[config.mk]
export PLATFORM = sky130hd
export DESIGN_NAME = gather_by_pointer_flat
export DESIGN_NICKNAME = d
export VERILOG_FILES = /design/src/rtl/gather_pkg.sv /design/src/rtl/gather_by_pointer_if.sv /design/src/rtl/gather_mux.sv /design/src/rtl/gather_by_pointer.sv /design/src/flat_wrapper.sv
export SDC_FILE = /design/constraint.sdc
export NUM_CORES = 1
export LEC_CHECK = 0
export CORE_ASPECT_RATIO = 1.25
export CORE_MARGIN = 2
export CORE_UTILIZATION = 25
export CTS_BUF_LIST = sky130_fd_sc_hd__clkbuf_8 sky130_fd_sc_hd__clkbuf_16
export DETAILED_ROUTE_END_ITERATION = 10
export SETUP_SLACK_MARGIN = 0.02
export SYNTH_ARGS = -nofsm -noshare
export SYNTH_HDL_FRONTEND = slang
export SYNTH_HIERARCHICAL = 1
export SYNTH_SLANG_ARGS = --single-unit
[constraint.sdc]
create_clock -name clk -period 6.4 [get_ports clk]
set_input_delay 0.64 -clock clk [delete_from_list [all_inputs] [get_ports clk]]
set_output_delay 0.64 -clock clk [all_outputs]
set_load 0.02 [all_outputs]
[src/rtl/gather_pkg.sv]
// gather_pkg: shared constants, state encoding and permutation check helper for gather_by_pointer.
package gather_pkg;
  localparam int N_ELEM = 9;
  localparam int ELEM_W = 8;
  localparam int PTR_W = 4;
  localparam logic [PTR_W-1:0] PTR_NONE = '1;
  typedef enum logic [1:0] {IDLE, EMIT, DONE} state_t;
  // Flags any out-of-range pointer or any index referenced twice.
  function automatic logic perm_bad(input logic [N_ELEM*PTR_W-1:0] ptrs);
    logic [N_ELEM-1:0] used;
    logic bad;
    logic [PTR_W-1:0] p;
    used = '0;
    bad = 1'b0;
    for (int k = 0; k < N_ELEM; k++) begin
      p = ptrs[k*PTR_W +: PTR_W];
      if (p >= PTR_W'(N_ELEM)) bad = 1'b1;
      else begin
        if (used[p]) bad = 1'b1;
        used[p] = 1'b1;
      end
    end
    return bad;
  endfunction
endpackage

[src/rtl/gather_by_pointer_if.sv]
// gather_by_pointer_if: frame input and element stream bundle; perm_err exists only with GATHER_PERM_CHECK_EN.
interface gather_by_pointer_if;
  import gather_pkg::*;
  logic in_valid;
  logic in_ready;
  logic [N_ELEM*ELEM_W-1:0] arr_flat;
  logic [N_ELEM*PTR_W-1:0] ptr_flat;
  logic abort;
  logic out_valid;
  logic out_ready;
  logic [ELEM_W-1:0] out_data;
  logic [PTR_W-1:0] out_idx;
  logic out_last;
  logic out_err;
  logic frame_err;
  logic done;
`ifdef GATHER_PERM_CHECK_EN
  logic perm_err;
  modport master(output in_valid, arr_flat, ptr_flat, abort, out_ready,
                 input in_ready, out_valid, out_data, out_idx, out_last, out_err, frame_err, done, perm_err);
  modport slave(input in_valid, arr_flat, ptr_flat, abort, out_ready,
                output in_ready, out_valid, out_data, out_idx, out_last, out_err, frame_err, done, perm_err);
`else
  modport master(output in_valid, arr_flat, ptr_flat, abort, out_ready,
                 input in_ready, out_valid, out_data, out_idx, out_last, out_err, frame_err, done);
  modport slave(input in_valid, arr_flat, ptr_flat, abort, out_ready,
                output in_ready, out_valid, out_data, out_idx, out_last, out_err, frame_err, done);
`endif
endinterface

[src/rtl/gather_mux.sv]
// gather_mux: N:1 element select with range check; out-of-range pointers yield zero data and err.
module gather_mux #(
  parameter int N = 9,
  parameter int W = 8,
  parameter int PW = 4
) (
  input  logic [N-1:0][W-1:0] arr,
  input  logic [PW-1:0]       ptr,
  output logic [W-1:0]        data,
  output logic                err
);
  assign err = ptr >= PW'(N);
  assign data = err ? '0 : arr[ptr];
endmodule

[src/rtl/gather_by_pointer.sv]
// gather_by_pointer: streams arr[ptr_k] for k = 0..N-1 from a registered frame.
// Define GATHER_PERM_CHECK_EN to add perm_err (duplicate or out-of-range pointer in the frame).
module gather_by_pointer
  import gather_pkg::*;
(
  input logic clk,
  input logic rst_n,
  gather_by_pointer_if.slave bus
);
  state_t state, state_nx;
  logic [N_ELEM-1:0][ELEM_W-1:0] arr_q;
  logic [N_ELEM-1:0][PTR_W-1:0] ptr_q;
  logic [PTR_W-1:0] idx;
  logic [ELEM_W-1:0] data;
  logic err, emit, last, in_ready, accept, beat, frame_err;
  gather_mux #(.N(N_ELEM), .W(ELEM_W), .PW(PTR_W)) u_mux (
    .arr(arr_q), .ptr(ptr_q[idx]), .data(data), .err(err)
  );
  assign emit = state == EMIT;
  assign last = idx == PTR_W'(N_ELEM - 1);
  // rst_n gating keeps in_ready low while reset is held.
  assign in_ready = state == IDLE && rst_n;
  assign accept = in_ready && bus.in_valid && !bus.abort;
  assign beat = emit && bus.out_ready && !bus.abort;
  always_comb begin
    state_nx = bus.abort ? IDLE :
               accept ? EMIT :
               (beat && last) ? DONE :
               state == DONE ? IDLE : state;
  end
  always_ff @(posedge clk or negedge rst_n) begin
    if (!rst_n) begin
      state <= IDLE;
      arr_q <= '0;
      ptr_q <= '0;
      idx <= '0;
      frame_err <= 1'b0;
    end else begin
      state <= state_nx;
      if (accept) begin
        arr_q <= bus.arr_flat;
        ptr_q <= bus.ptr_flat;
        idx <= '0;
        frame_err <= 1'b0;
      end else if (beat) begin
        frame_err <= frame_err | err;
        if (!last) idx <= idx + 1'b1;
      end
    end
  end
`ifdef GATHER_PERM_CHECK_EN
  logic perm_err;
  always_ff @(posedge clk or negedge rst_n) begin
    if (!rst_n) perm_err <= 1'b0;
    else if (accept) perm_err <= perm_bad(bus.ptr_flat);
  end
  assign bus.perm_err = perm_err;
`endif
  assign bus.in_ready = in_ready;
  assign bus.out_valid = emit;
  assign bus.out_data = emit ? data : '0;
  assign bus.out_idx = idx;
  assign bus.out_last = emit && last;
  assign bus.out_err = emit && err;
  assign bus.frame_err = frame_err;
  assign bus.done = state == DONE;
endmodule

[src/flat_wrapper.sv]
// flat-port wrapper written by rule: the top's interface ports become plain ports
module gather_by_pointer_flat import gather_pkg::*;
  (clk, rst_n, bus_in_valid, bus_arr_flat, bus_ptr_flat, bus_abort, bus_out_ready, bus_in_ready, bus_out_valid, bus_out_data, bus_out_idx, bus_out_last, bus_out_err, bus_frame_err, bus_done);
  gather_by_pointer_if bus_i ();
  input logic clk;
  input logic rst_n;
  input wire logic [$bits(bus_i.in_valid)-1:0] bus_in_valid;
  input wire logic [$bits(bus_i.arr_flat)-1:0] bus_arr_flat;
  input wire logic [$bits(bus_i.ptr_flat)-1:0] bus_ptr_flat;
  input wire logic [$bits(bus_i.abort)-1:0] bus_abort;
  input wire logic [$bits(bus_i.out_ready)-1:0] bus_out_ready;
  output wire logic [$bits(bus_i.in_ready)-1:0] bus_in_ready;
  output wire logic [$bits(bus_i.out_valid)-1:0] bus_out_valid;
  output wire logic [$bits(bus_i.out_data)-1:0] bus_out_data;
  output wire logic [$bits(bus_i.out_idx)-1:0] bus_out_idx;
  output wire logic [$bits(bus_i.out_last)-1:0] bus_out_last;
  output wire logic [$bits(bus_i.out_err)-1:0] bus_out_err;
  output wire logic [$bits(bus_i.frame_err)-1:0] bus_frame_err;
  output wire logic [$bits(bus_i.done)-1:0] bus_done;
  assign bus_i.in_valid = bus_in_valid;
  assign bus_i.arr_flat = bus_arr_flat;
  assign bus_i.ptr_flat = bus_ptr_flat;
  assign bus_i.abort = bus_abort;
  assign bus_i.out_ready = bus_out_ready;
  assign bus_in_ready = bus_i.in_ready;
  assign bus_out_valid = bus_i.out_valid;
  assign bus_out_data = bus_i.out_data;
  assign bus_out_idx = bus_i.out_idx;
  assign bus_out_last = bus_i.out_last;
  assign bus_out_err = bus_i.out_err;
  assign bus_frame_err = bus_i.frame_err;
  assign bus_done = bus_i.done;
  gather_by_pointer u_core (.clk(clk), .rst_n(rst_n), .bus(bus_i));
endmodule
# After elaboration in Yosys (flattened, before gate mapping)
# Cells that the tools add are included.
[classes]
n_bitwise = 1
n_eq_ne = 4
add_sub_neg = 1
order_cmp = 3
mux = 15
reduce_logical = 13
[op_table]
columns = ["operator", "count"]
rows = [
  ["8-bit binary-select mux with 4-bit select", 1],
  ["8-bit 2-to-1 mux", 3],
  ["4-bit binary-select mux with 4-bit select", 1],
  ["4-bit 2-to-1 mux", 4],
  ["4-bit by 5-bit less-than comparator with 1-bit output, second input constant", 2],
  ["1-bit logical AND", 8],
  ["2-bit 2-to-1 mux", 4],
  ["4-bit by 1-bit adder with 4-bit output, second input constant", 1],
  ["4-bit equality test, second input constant", 1],
  ["4-bit >= comparator, second input constant", 1],
  ["4-bit nonzero test", 1],
  ["2-bit by 1-bit equality test with 1-bit output, second input constant", 1],
  ["2-bit equality test, second input constant", 1],
  ["2-bit zero test", 1],
  ["1-bit 2-to-1 mux", 2],
  ["2-bit != test, second input constant", 1],
  ["2-bit AND reduction", 1],
  ["2-bit nonzero test", 1],
  ["1-bit zero test", 1],
  ["1-bit OR", 1],
]
[totals]
out_inout_bits = 18
register_bits = 115
word_cells = 58

# Longest topological paths before layout
# Gate-level depths: netlist of the first run.
[depth]
depth_word = 7
ltp_mapped = 12
depth_no_buf = 7

# Modules after synthesis
# The synthesis of the first run kept the hierarchy.
[by_module_without_submodules]
columns = ["mod", "area_each_um2", "n_inst", "seq_area_each_um2", "cells_each"]
rows = [
  ["gather_by_pointer", 5063.6, 1, 2877.8, 316],
  ["gather_mux", 683.2, 1, 0.0, 74],
]

# Worst setup path after synthesis of the first run
# No wires, ideal clock.
[synth_path]
path_type = "flip-flop to output port"
start = "reg u_core.idx[0], in the netlist u_core/bus.out_idx[0]"
end = "out bus_out_data[2]"
path_slack_ns = 2.927
n_path_buf = 3
t_required_ns = 5.760
path_stages_with_launch = 10
arrival_ns = 2.833
cell_sequence = "dfrtp_1 -> buf_2 -> buf_2 -> mux2_2 -> o22ai_1 -> o31ai_1 -> buf_2 -> mux4_2 -> o21ai_1 -> and2_1"
[synth_via]
elab_chain_len = 6
elab_cells_between_ends = 7
cone_classes = "1 x order compare; 6 x mux"
[synth_rtl]
columns = ["element", "line_no", "source"]
rows = [
  ["start: declaration", "gather_by_pointer.sv:13", "logic [PTR_W-1:0] idx;"],
  ["start signal: assignment", "gather_by_pointer.sv:47", "if (!last) idx <= idx + 1'b1;"],
  ["4-bit binary-select mux with 4-bit select *", "gather_by_pointer.sv:17", ".arr(arr_q), .ptr(ptr_q[idx]), .data(data), .err(err)"],
  ["4-bit 2-to-1 mux (not written as such) *", "gather_by_pointer.sv:17", ""],
  ["8-bit binary-select mux with 4-bit select", "gather_mux.sv:13", "assign data = err ? '0 : arr[ptr];"],
  ["8-bit 2-to-1 mux (not written as such)", "gather_mux.sv:13", ""],
  ["8-bit 2-to-1 mux *", "gather_mux.sv:13", ""],
  ["named net u_core.data[2]", "gather_by_pointer.sv:14", "logic [ELEM_W-1:0] data;"],
  ["8-bit 2-to-1 mux *", "gather_by_pointer.sv:61", "assign bus.out_data = emit ? data : '0;"],
  ["end: declaration", "flat_wrapper.sv:14", "output wire logic [$bits(bus_i.out_data)-1:0] bus_out_data;"],
]
# Mark *: on every way through the listed nets, which the timed path passes. The rest lies on a longest branch. The select of a mux whose other input is x is not followed.

# Final worst setup path of the first run
# Ends and elaborated chain as after synthesis.

==> results of run 1 <==
==> layout make-up <==
cell class,instances,area share
multi-input cells,245,0.333
inverters,4,0.00191
well taps,288,0.0460
clock buffers,17,0.0543
repair buffers,137,0.172
clock inverters,15,0.0247
diodes,1,0.000319
flip-flops and latches,115,0.367
==> layout by cell type, fill, tap and decap left out, types with 2 or more instances in the layout <==
cell type and n:
nor2_1 8, bufinv_16 3, mux4_1 2, ha_1 2, clkinvlp_4 2, mux4_2 6
dfrtp_1 115, a22o_1 2, mux2_4 54, nand3_1 8, inv_6 5, nand2_1 6
o22ai_1 5, a22oi_1 4, clkinv_4 2, and2_1 14, mux2_2 62, a221oi_1 2
a21oi_1 10, buf_4 8, nor2b_1 2, a31o_2 4, mux2i_1 26, clkdlybuf4s50_1 129
o31ai_2 3, nand2b_1 3, inv_8 2, inv_1 4, o21ai_0 4, clkbuf_16 17
==> per-stage QoR <==
stage | instances | worst slack [ns] | util | instance area [µm²] | total power, mW
6_report | 822 | 1.34 | 0.344 | 7840 | 2.74
5_1_grt | 821 | 1.08 | 0.344 | 7840 | 2.89
4_1_cts | 821 | 1.24 | 0.344 | 7840 | 2.79
3_5_place_dp | 789 | 1.71 | 0.317 | 7220 | 1.77
3_3_place_gp | 789 | 1.81 | 0.317 | 7220 | 1.75
2_1_floorplan | 390 | 2.93 | - | 5750 | 1.51
==> synthesized netlist by cell type (3+ instances only) <==
library cell and count:
o22ai_1 5, nand3_1 8, mux2_2 62, buf_6 3
and2_1 14, nand2b_1 3, nand2_1 6, buf_12 7
a22oi_1 4, o21ai_0 4, o31ai_1 4, a31o_2 4
nor2_1 8, a21oi_1 10, inv_1 4, mux2i_1 26
mux4_2 6, clkbuf_1 6, buf_2 3, buf_4 6
dfrtp_1 115, mux2_4 54
==> layer usage <==
metal	GRT usage	vias to the layer above	routed length (µm)
met3	0.0425	16	791
met1	0.151	1815	6270
met2	0.218	94	7600
li1	-	1697	-
met5	0	-	12
met4	0.0358	2	194
==> worst register-to-register path: cells and delay by family (launching register included) <==
family | cells | cell delay [ns]
compound gates | 3 | 0.74
flops | 1 | 0.83
mux | 1 | 0.60
simple gates | 2 | 0.25
==> sequential cells by signal, indices dropped and copies added (netlist names) <==
register              count
u_core/ptr_q             36
u_core/bus.out_idx        4
u_core/bus.frame_err      1
u_core/state              2
u_core/arr_q             72
==> power groups by stage <==
| stage | sequential (mW) | combinational, mW | clock [mW] |
|---|---|---|---|
| finish | 0.994 | 0.756 | 0.992 |
| global route | 1.01 | 0.817 | 1.06 |
| CTS | 0.997 | 0.769 | 1.02 |
| detailed placement | 1.01 | 0.764 | 0 |
| global placement | 1.00 | 0.748 | 0 |
| floorplan | 0.962 | 0.550 | 0 |
==> kinds of logic (layout without fill, tap and decap cells) <==
group | after synthesis | in the layout | share of synthesized area
AO/OA/AOI/OAI | 39 | 39 | 0.0457
adder cells (fa/ha/maj) | 2 | 2 | 0.00435
buffers and inverters | 30 | 173 | 0.0499
flip-flops | 115 | 115 | 0.501
multiplexers | 150 | 150 | 0.341
other | 0 | 1 | 0
AND/OR/NAND/NOR | 54 | 54 | 0.0588
==> worst paths after layout <==
path	from	to
max	u_core/bus.out_idx[0]$_DFFE_PN0P_	bus_out_data[2]
min	rst_n	u_core/arr_q[41]$_DFFE_PN0P_
max reg2reg	u_core/bus.out_idx[0]$_DFFE_PN0P_	u_core/bus.frame_err$_DFFE_PN0P_
min reg2reg	u_core/arr_q[44]$_DFFE_PN0P_	u_core/arr_q[44]$_DFFE_PN0P_
max in group asynchronous	rst_n	u_core/ptr_q[3]$_DFFE_PN0P_
min in group clk	u_core/arr_q[44]$_DFFE_PN0P_	u_core/arr_q[44]$_DFFE_PN0P_
==> flow_metrics.py, run 1 <==
metrics = {
    "die": {
        "chipHeight_um": 174,
        "initial_core_util": 0.252,
        "die_x_um": 140,
        "num_io_pins": 131,
        "core_area_um2": 22800,
        "design.die.area_um2": 24200,
        "rows": 62,
    },
    "yosys": {
        "synthArstFlopShare": 1.00,
        "synthFlopType": "dfrtp_1",
        "synth.net_count": 505,
        "synth_edf_count": 0,
        "synth.avg_cell_area_um2": 14.7,
        "ys_seq_area_frac": 0.501,
        "yosysTopAreaCellShare": 0.501,
        "syn_inst": 390,
        "synth_area_um2": 5750,
        "ys_types": 44,
        "yosys_warnings": 6,
        "ys_top_cells_by_area": "dfrtp_1, mux2_4, mux2_2",
        "ys_ff_latch": 115,
        "yosys.area.top_type": "dfrtp_1",
    },
    "worst_setup_path": {
        "path_cells": "mux4_2 -> nor2_1 -> o31ai_4 -> buf_4 -> mux2i_1 -> mux4_2 -> o21ai_1 -> and2_1 -> clkdlybuf4s50_1",
        "critPathMaxStageDelay_ns": 0.83,
        "required_ns": 5.76,
        "cp_slowest_cell": "dfrtp_1",
        "worstPathArrival_ns": 4.42,
        "worstRegToRegCells": 6,
        "critPathTopFamily": "buffers and inverters",
        "cpMostUsedCell": "mux4_2",
        "path_buf_inv": 2,
        "startpoint_type": "register",
        "cp_num_cells": 9,
        "cp_max_fo": 20,
        "endpoint_kind": "output pin",
        "crit_type": "register to output pin",
        "rrSetupSlack_ns": 3.84,
    },
    "timing": {
        "fin_setup_tns_ns": 0,
        "fin_skew_ns": 0.00893,
        "setup-violations-final": 0,
        "max_slew_margin": 0.392,
        "max_freq_mhz": 197,
        "finalHoldViolCount": 0,
        "period_share": 0.791,
        "min_period_ns": 5.06,
        "slew_violations": 0,
        "rsz0062_at_grt": "false",
        "hold_slack_ns": 0.233,
        "max_slew.worst_pin.slew_ns": 0.912,
    },
    "route": {
        "drtIter0Drc": 210,
        "antenna_left": 0,
        "post_drt_via_cell_ratio": 4.41,
        "num_vias": 3624,
        "wl_um": 14900,
        "drc": 0,
        "first_pass_iters": 4,
        "wl_per_cell_um": 18.1,
    },
    "place": {
        "io_buffers": 130,
        "dp_hpwl_um": 10800,
        "gp_congestion": 0.764,
    },
    "layout": {
        "drive_above_1_share": 0.325,
        "n_fill_cell": 2220,
        "regArea_um2": 2880,
        "nets": 635,
        "syn_to_final_growth_pct": 36.4,
        "multi_input_area_um2": 2620,
    },
    "clock_network": {
        "postCtsSetupRepairBufs": 0,
        "path_clk_slew_ns": 0.06,
        "cts-root-buf": "clkbuf_16",
        "cts-buffers-inserted": 17,
        "clock-sinks": 115,
        "cts_tree": "done",
        "hold_buffers": 0,
        "h-tree-depth": 4,
        "cts_resized": 0,
        "clock_path_buffers": 2,
        "clkLatencyLatePin_ns": 0.42,
    },
    "power_and_ir_drop": {
        "p_leak_nw": 3.24,
        "p_sw_mw": 0.784,
        "pwr-share-comb": 0.276,
        "switching_share": 0.286,
        "intPower_mw": 1.96,
        "max-vdd-ir-drop_uv": 192,
        "clockPowerShare": 0.362,
        "seq_power_share": 0.362,
        "power.density_nw_per_um2": 350,
    },
    "global_route": {
        "grt_pass1_wl_um": 23300,
        "antenna_found_initial": 2,
        "grt_max_degree": 72,
        "overflow": 0,
        "track_usage": 0.127,
        "grt_pass1_vias": 4038,
    },
    "job": {
        "maxCapViolCount": 0,
    },
    "outcome": {
        "status": "finished, final reports clean",
    },
    "worst_hold_path": {
        "hold_class": "input pin to async pin",
    },
}
No activity file was read; power rests on OpenSTA's default activity.
==> run 2, diff against run 1 <==
clock period = 5.2 ns   (was 6.4 ns; I/O delays follow)
==> flow_metrics.py, run 2 (same netlist as run 1, synthesis figures left out) <==
metrics = {
    "route": {
        "post_drt_via_cell_ratio": 4.40,
        "drtIter0Drc": 171,
        "drc": 0,
        "first_pass_iters": 4,
        "antenna_left": 0,
        "num_vias": 3621,
        "wl_um": 15100,
        "wl_per_cell_um": 18.3,
    },
    "power_and_ir_drop": {
        "power.density_nw_per_um2": 421,
        "finalPower_mw": 3.28,
        "p_leak_nw": 3.23,
        "max-vdd-ir-drop_uv": 205,
    },
    "clock_network": {
        "cts-buffers-inserted": 17,
        "path_clk_slew_ns": 0.06,
        "clock-sinks": 115,
        "cts-root-buf": "clkbuf_16",
        "hold_buffers": 0,
        "clock_path_buffers": 2,
        "cts_tree": "done",
        "clkLatencyLatePin_ns": 0.42,
        "h-tree-depth": 4,
        "cts_resized": 0,
        "postCtsSetupRepairBufs": 0,
    },
    "layout": {
        "syn_to_final_growth_pct": 35.9,
        "regMostFlops": "u_core/arr_q",
        "drive_above_1_share": 0.327,
        "largest_register_ffs": 72,
        "final_area_um2": 7810,
        "n_fill_cell": 2221,
        "nets": 637,
        "diodes": 0,
        "layout_common_cells": "clkdlybuf4s50_1, dfrtp_1, mux2_2",
        "utilization": 0.342,
        "final_common_cell": "clkdlybuf4s50_1",
    },
    "place": {
        "gp_congestion": 0.775,
        "io_buffers": 130,
        "dp_hpwl_um": 11100,
        "dpl_cell_area_um2": 7230,
    },
    "job": {
        "maxCapViolCount": 0,
    },
    "worst_setup_path": {
        "worstRegToRegCells": 4,
        "cpMostUsedCell": "mux4_2",
        "cp_slowest_cell": "o31ai_4",
        "r2r-start": "u_core/state[1]$_DFFE_PN0P_",
        "cp_max_fo": 20,
        "path_buf_inv": 2,
        "endpoint_kind": "output pin",
        "critPathTopFamily": "buffers and inverters",
        "required_ns": 4.68,
        "path_cells": "mux4_2 -> nor2_1 -> o31ai_4 -> buf_4 -> mux2i_1 -> mux4_2 -> o21ai_1 -> and2_1 -> clkdlybuf4s50_1",
        "crit_type": "register to output pin",
        "rrSetupSlack_ns": 2.67,
        "reg2reg_to": "u_core/ptr_q[32]$_DFFE_PN0P_",
        "worstPathArrival_ns": 4.16,
        "critPathMaxStageDelay_ns": 0.77,
        "startpoint_type": "register",
    },
    "die": {
        "core_area_um2": 22800,
        "num_io_pins": 131,
        "rows": 62,
        "chipHeight_um": 174,
        "die_x_um": 140,
        "initial_core_util": 0.252,
        "design.die.area_um2": 24200,
    },
    "timing": {
        "rsz0062_at_grt": "false",
        "max_slew_margin": 0.416,
        "fin_setup_tns_ns": 0,
        "max_freq_mhz": 214,
        "min_period_ns": 4.68,
        "max_slew.worst_pin.slew_ns": 0.877,
        "setup-violations-final": 0,
        "period_share": 0.900,
        "slew_violations": 0,
        "finalHoldViolCount": 0,
        "fin_skew_ns": 0.00957,
    },
    "worst_hold_path": {
        "hold_class": "input pin to async pin",
    },
    "global_route": {
        "grt_max_degree": 62,
        "overflow": 0,
        "antenna_found_initial": 0,
        "grt_pass1_wl_um": 23600,
        "track_usage": 0.128,
        "grt_pass1_vias": 3980,
    },
    "outcome": {
        "status": "finished, final reports clean",
    },
}
[run 2: cell types whose count changed in the layout (fill, tap and decap cells not counted)]
cell / delta
buf_4: +2
bufinv_16: -2
clkinv_2: +1
clkinv_4: +1
diode_2: -1
[run 2: layout make-up]
class	instances	area, µm²	share of cell area
sequential	115	2880	0.369
multi-input combinational	245	2620	0.335
timing repair buffer	139	1370	0.175
clock buffer	17	425	0.0545
tap	288	360	0.0462
clock inverter	15	148	0.0189
inverter	4	15.0	0.00192
[run 2: routing by layer]
layer  GRT usage  share of wire
met4      0.0425          0.013
met3      0.0320          0.055
met2       0.221           0.51
met5           0              0
met1       0.155           0.42
[run 2: worst max path at each step]
stage / to / cells past startpoint / from
finish: bus_out_data[2] / 9 / u_core/bus.out_idx[0]$_DFFE_PN0P_
global route: bus_out_data[2] / 9 / u_core/bus.out_idx[0]$_DFFE_PN0P_
floorplan: bus_out_data[2] / 9 / u_core/bus.out_idx[0]$_DFFE_PN0P_
CTS: bus_out_data[2] / 9 / u_core/bus.out_idx[0]$_DFFE_PN0P_
global placement: bus_out_data[2] / 9 / u_core/bus.out_idx[0]$_DFFE_PN0P_
detailed placement: bus_out_data[2] / 9 / u_core/bus.out_idx[0]$_DFFE_PN0P_
[run 2: stage by stage]
step,hold WS (ns),instances,setup WS [ns]
after CTS,0.224,823,0.402
after floorplan,0.224,390,1.85
after global routing,0.255,823,0.208
after global placement,0.488,791,0.942
final,0.190,823,0.519
after detailed placement,0.490,791,0.879
[run 2: power by group]
group,switching [mW],internal (mW),total [mW],leakage [nW]
clock,0.460,0.670,1.13,0.279
combinational,0.379,0.551,0.930,1.58
sequential,0.130,1.09,1.22,1.38
total,0.969,2.32,3.28,3.23
==> run 3, diff against run 2 <==
SKIP_LAST_GASP = 1   (was default)
==> results of run 3 <==
Same layout as run 2: the final DEF is identical, and so are final timing and power.
==> RTL edit 1, RTL diff (flow settings as in run 1) <==
Encoding of `state_t`: now one-hot (3 bits for 3 states).
--- a/src/rtl/gather_pkg.sv
+++ b/src/rtl/gather_pkg.sv
@@ -5,5 +5,5 @@
   localparam int PTR_W = 4;
   localparam logic [PTR_W-1:0] PTR_NONE = '1;
-  typedef enum logic [1:0] {IDLE, EMIT, DONE} state_t;
+  typedef enum logic [2:0] {IDLE = 3'b001, EMIT = 3'b010, DONE = 3'b100} state_t;
   // Flags any out-of-range pointer or any index referenced twice.
   function automatic logic perm_bad(input logic [N_ELEM*PTR_W-1:0] ptrs);
Check against the original RTL: no difference found for any inputs over 10 cycles, from zero or initial values and one cycle with rst_n low; not proved beyond that.
==> RTL edit 1 against run 1 <==
Routed wire length rose by 1.0%; synthesized cell count rose by 1.5%; via count rose by 0.75%; power fell by 1.2%; worst setup slack got worse by 0.15 ns; final area rose by 0.45%; register-to-register slack got worse by 0.17 ns; synthesized area fell by 0.46%; sequential cell count rose by 1; worst hold slack improved by 0.013 ns.
==> RTL edit 1: results (changes against run 1) <==
.. list-table::
   :header-rows: 1

   * - Metric
     - Value
   * - Run status
     - finished clean
   * - Setup skew after layout
     - 0.00580 ns (-0.00313 ns)
   * - Initial antenna violation count
     - 0 (-2)
   * - Cell-internal power
     - 1.96 mW (+0.18%)
   * - Area leader, netlist
     - dfrtp_1
   * - Post-detailed-placement half-perimeter wirelength
     - 11200 µm (+3.3%)
   * - Synthesized Nets
     - 511 (+1.2%)
   * - Most used flip-flop cell after synthesis
     - dfrtp_1
   * - Crit path max fanout
     - 19 (-5.0%)
   * - Via count of the first global-routing pass
     - 4080 (+1.0%)
   * - Proportion of power drawn by flip-flops and latches
     - 0.387 (+0.025)
   * - Routed wire per std cell
     - 18.2 µm (+0.87%)
   * - Share of layout cells above drive strength 1
     - 0.320 (-0.00421)
   * - Total global-route track usage
     - 0.128 (+0.00107)
   * - P_comb
     - 712 µW (-5.8%)
   * - Cell area power density
     - 344 nW/µm² (-1.7%)
   * - Cells taking the most area after synthesis
     - dfrtp_1 50%, mux2_2 13%, mux2_4 13%, mux2i_1 5.1%, mux4_2 2.4%
   * - Clock buffer count from CTS
     - 17 (unchanged)
   * - DP Worst Slack
     - 1.53 ns (-0.183 ns)
   * - Gp weighted congestion
     - 0.778 (+1.9%)
   * - Async set-or-reset flop fraction in the synthesized netlist
     - 1.00 (unchanged)
   * - Maximum vdd drop
     - 0.000188 V (-2.4%)
   * - Antenna diodes
     - 0 (-1)
   * - Buffer levels on the longest clock path
     - 2 (unchanged)
   * - Worst rel slew slack
     - 0.293 (-0.0987)
   * - Detailed-route wire length
     - 15000 µm (+1.0%)
   * - Cell family with most CP delay
     - compound AO/OA/AOI/OAI gates
   * - Stage delay of the slowest cell on the critical path
     - 0.90 ns (+0.07 ns)
   * - Standard cell with the maximum stage delay on the critical path
     - o31ai_4
   * - Leading cell types by count after synthesis
     - 115 x dfrtp_1, 67 x mux2_2, 49 x mux2_4
   * - Instance count of the mapped netlist
     - 396 (+1.5%)
   * - Static power due to leakage
     - 3.40 nW (+4.9%)
   * - Post-Place Cells
     - 791 (+0.25%)
   * - Number of unique standard cell types used by synthesis
     - 48 (+9.1%)
   * - Net total in the final layout
     - 642 (+1.1%)
   * - Pin count of the biggest net entering global routing
     - 69 (-4.2%)
   * - First DRT Iteration DRCs
     - 150 (-29%)
   * - Global-route wire length before repair
     - 23500 µm (+1.1%)
   * - Average via count per standard cell
     - 4.44 (+0.62%)
   * - Worst Path Arrival
     - 4.57 ns (+0.15 ns)
RTL edit 1: final cells by class:
class | instances | area [µm²]
well taps | 283 | 354
repair buffers | 136 | 1340
clock buffers | 19 | 453
multi-input cells | 249 | 2650
clock inverters | 13 | 148
inverters | 7 | 26.3
flip-flops and latches | 116 | 2900
fillers | 2147 | 14500
RTL edit 1: path summary, 6_finish.rpt:
kind	from	end	slack (ns)
min in group clk	u_core/arr_q[25]	u_core/arr_q[25]	0.50
worst min-delay path	rst_n	u_core/state[1]	0.25
worst min register to register	u_core/arr_q[25]	u_core/arr_q[25]	0.50
worst max register to register	u_core/bus.out_idx[0]	u_core/bus.frame_err	3.67
max in group asynchronous	rst_n	u_core/arr_q[13]	4.83
worst max-delay path	u_core/bus.out_idx[0]	bus_out_data[4]	1.19
RTL edit 1: per-layer routing:
layer  share of wire  vias to the layer above  track usage  wire length, µm
met4           0.011                        0       0.0341              161
li1                -                     1713            -                -
met5               0                        -            0                0
met3           0.047                       13       0.0374              700
met2            0.53                       96        0.223             7920
met1            0.41                     1829        0.153             6220
RTL edit 1: stage by stage:
| step | cell area [µm²] | utilization |
|---|---|---|
| floorplan | 5720 | - |
| global placement | 7280 | 0.325 |
| detailed placement | 7280 | 0.325 |
| CTS | 7880 | 0.352 |
| global route | 7880 | 0.352 |
| finish | 7880 | 0.352 |
RTL edit 1: cell families (layout without fill, tap and decap cells):
group,Yosys count,count (layout),share of synthesized area
fa+ha+maj,2,2,0.00437
buf+inv,31,175,0.0374
compound gates,37,37,0.0453
flops,116,116,0.508
simple gates,57,57,0.0612
mux,153,153,0.344
==> RTL edit 2, RTL diff (config.mk and constraints of run 1) <==
Without the edit above. The package constant `ELEM_W` goes from 8 to 12.
--- a/src/rtl/gather_pkg.sv
+++ b/src/rtl/gather_pkg.sv
@@ -2,5 +2,5 @@
 package gather_pkg;
   localparam int N_ELEM = 9;
-  localparam int ELEM_W = 8;
+  localparam int ELEM_W = 12;
   localparam int PTR_W = 4;
   localparam logic [PTR_W-1:0] PTR_NONE = '1;
Interface: changed (resized bus_arr_flat and bus_out_data); port bits go from 131 to 171. The function was not compared with the original's and may differ.
==> RTL edit 2 against run 1 <==
First-iteration DRC count is 9.5% higher; worst setup slack got worse by 0.34 ns; final area grew 29%; highest routed layer is now met4; clock skew increased by 0.0084 ns; power rose by 23%; via count increased by 27%; critical endpoint is now bus_out_data[3]; critical path type unchanged; routed wire length grew 40%; largest cell class unchanged; synthesized area rose by 32%; sequential cell count is 36 higher.
==> RTL edit 2: results (changes against run 1) <==
.. list-table::
   :header-rows: 1

   * - Metric
     - Value
   * - Global routing met1 resource utilization
     - 0.172 (+0.0215)
   * - Maximum vdd drop
     - 0.000116 V (-39%)
   * - Met3 demand-to-capacity share in global routing
     - 0.0327 (-0.00981)
   * - Syn_area_per_cell
     - 15.2 µm² (+2.9%)
   * - Met2 usage
     - 0.226 (+0.00777)
   * - Stage delay of the slowest cell on the critical path
     - 0.95 ns (+0.12 ns)
   * - Post-detailed-placement half-perimeter wirelength
     - 14700 µm (+36%)
   * - Number of unique standard cell types used by synthesis
     - 39 (-11%)
   * - Global-route wire length before repair
     - 31600 µm (+36%)
   * - Number of optimization iterations in the first detailed-route pass
     - 5 (+1)
   * - Share of layout cells above drive strength 1
     - 0.308 (-0.0165)
   * - Setup skew after layout
     - 0.0173 ns (+0.00839 ns)
   * - Cell family with most CP delay
     - compound AO/OA/AOI/OAI gates
   * - Run status
     - finished clean
   * - Sum of met3 wire segment lengths after detailed routing
     - 884 µm (+12%)
   * - Worst-margin pin slew
     - 1.18 ns (+0.272 ns)
   * - Standard cell with the maximum stage delay on the critical path
     - o31ai_4
   * - Flip-flop count of the largest register after layout
     - 108 (+50%)
   * - Initial antenna violation count
     - 1 (-1)
   * - Sequential area share after synthesis
     - 0.499 (-0.00151)
   * - Area overhead of the layout relative to synthesis
     - 33.2%
   * - First DRT Iteration DRCs
     - 230 (+9.5%)
   * - Post-Place Cells
     - 1041 (+32%)
   * - Fraction of the mapped netlist area in compound gates
     - 0.0486 (+0.00288)
   * - Post-synthesis share of cell area spent on full adders, half adders and majority gates
     - 0.00331 (-0.00105)
   * - Multiplexer area fraction after synthesis
     - 0.350 (+0.00929)
   * - Total of buffers placed on input and output ports
     - 170 (+31%)
   * - Crit path max fanout
     - 19 (-5.0%)
   * - DP Worst Slack
     - 1.37 ns (-0.342 ns)
==> RTL edit 2: cell types whose count changed after synthesis, moves of 3 or more <==
cell | run 1 | this run
buf_12 | 7 | 10
a22oi_1 | 4 | 7
mux2_4 | 54 | 94
a22o_1 | 2 | 5
nand2b_1 | 3 | 7
mux2i_1 | 26 | 38
mux4_2 | 6 | 9
a221oi_1 | 2 | 5
dfrtp_1 | 115 | 151
buf_2 | 3 | 6
a32o_1 | 1 | 7
a31o_2 | 4 | 0
mux2_2 | 62 | 58
==> RTL edit 2: final cells by class <==
| type | count | share of cell area |
|---|---|---|
| sequential | 151 | 0.375 |
| multi-input combinational | 309 | 0.341 |
| timing repair buffer | 176 | 0.175 |
| tap | 401 | 0.0498 |
| clock buffer | 20 | 0.0463 |
| clock inverter | 12 | 0.0118 |
| inverter | 4 | 0.00149 |
| antenna | 1 | 0.000248 |
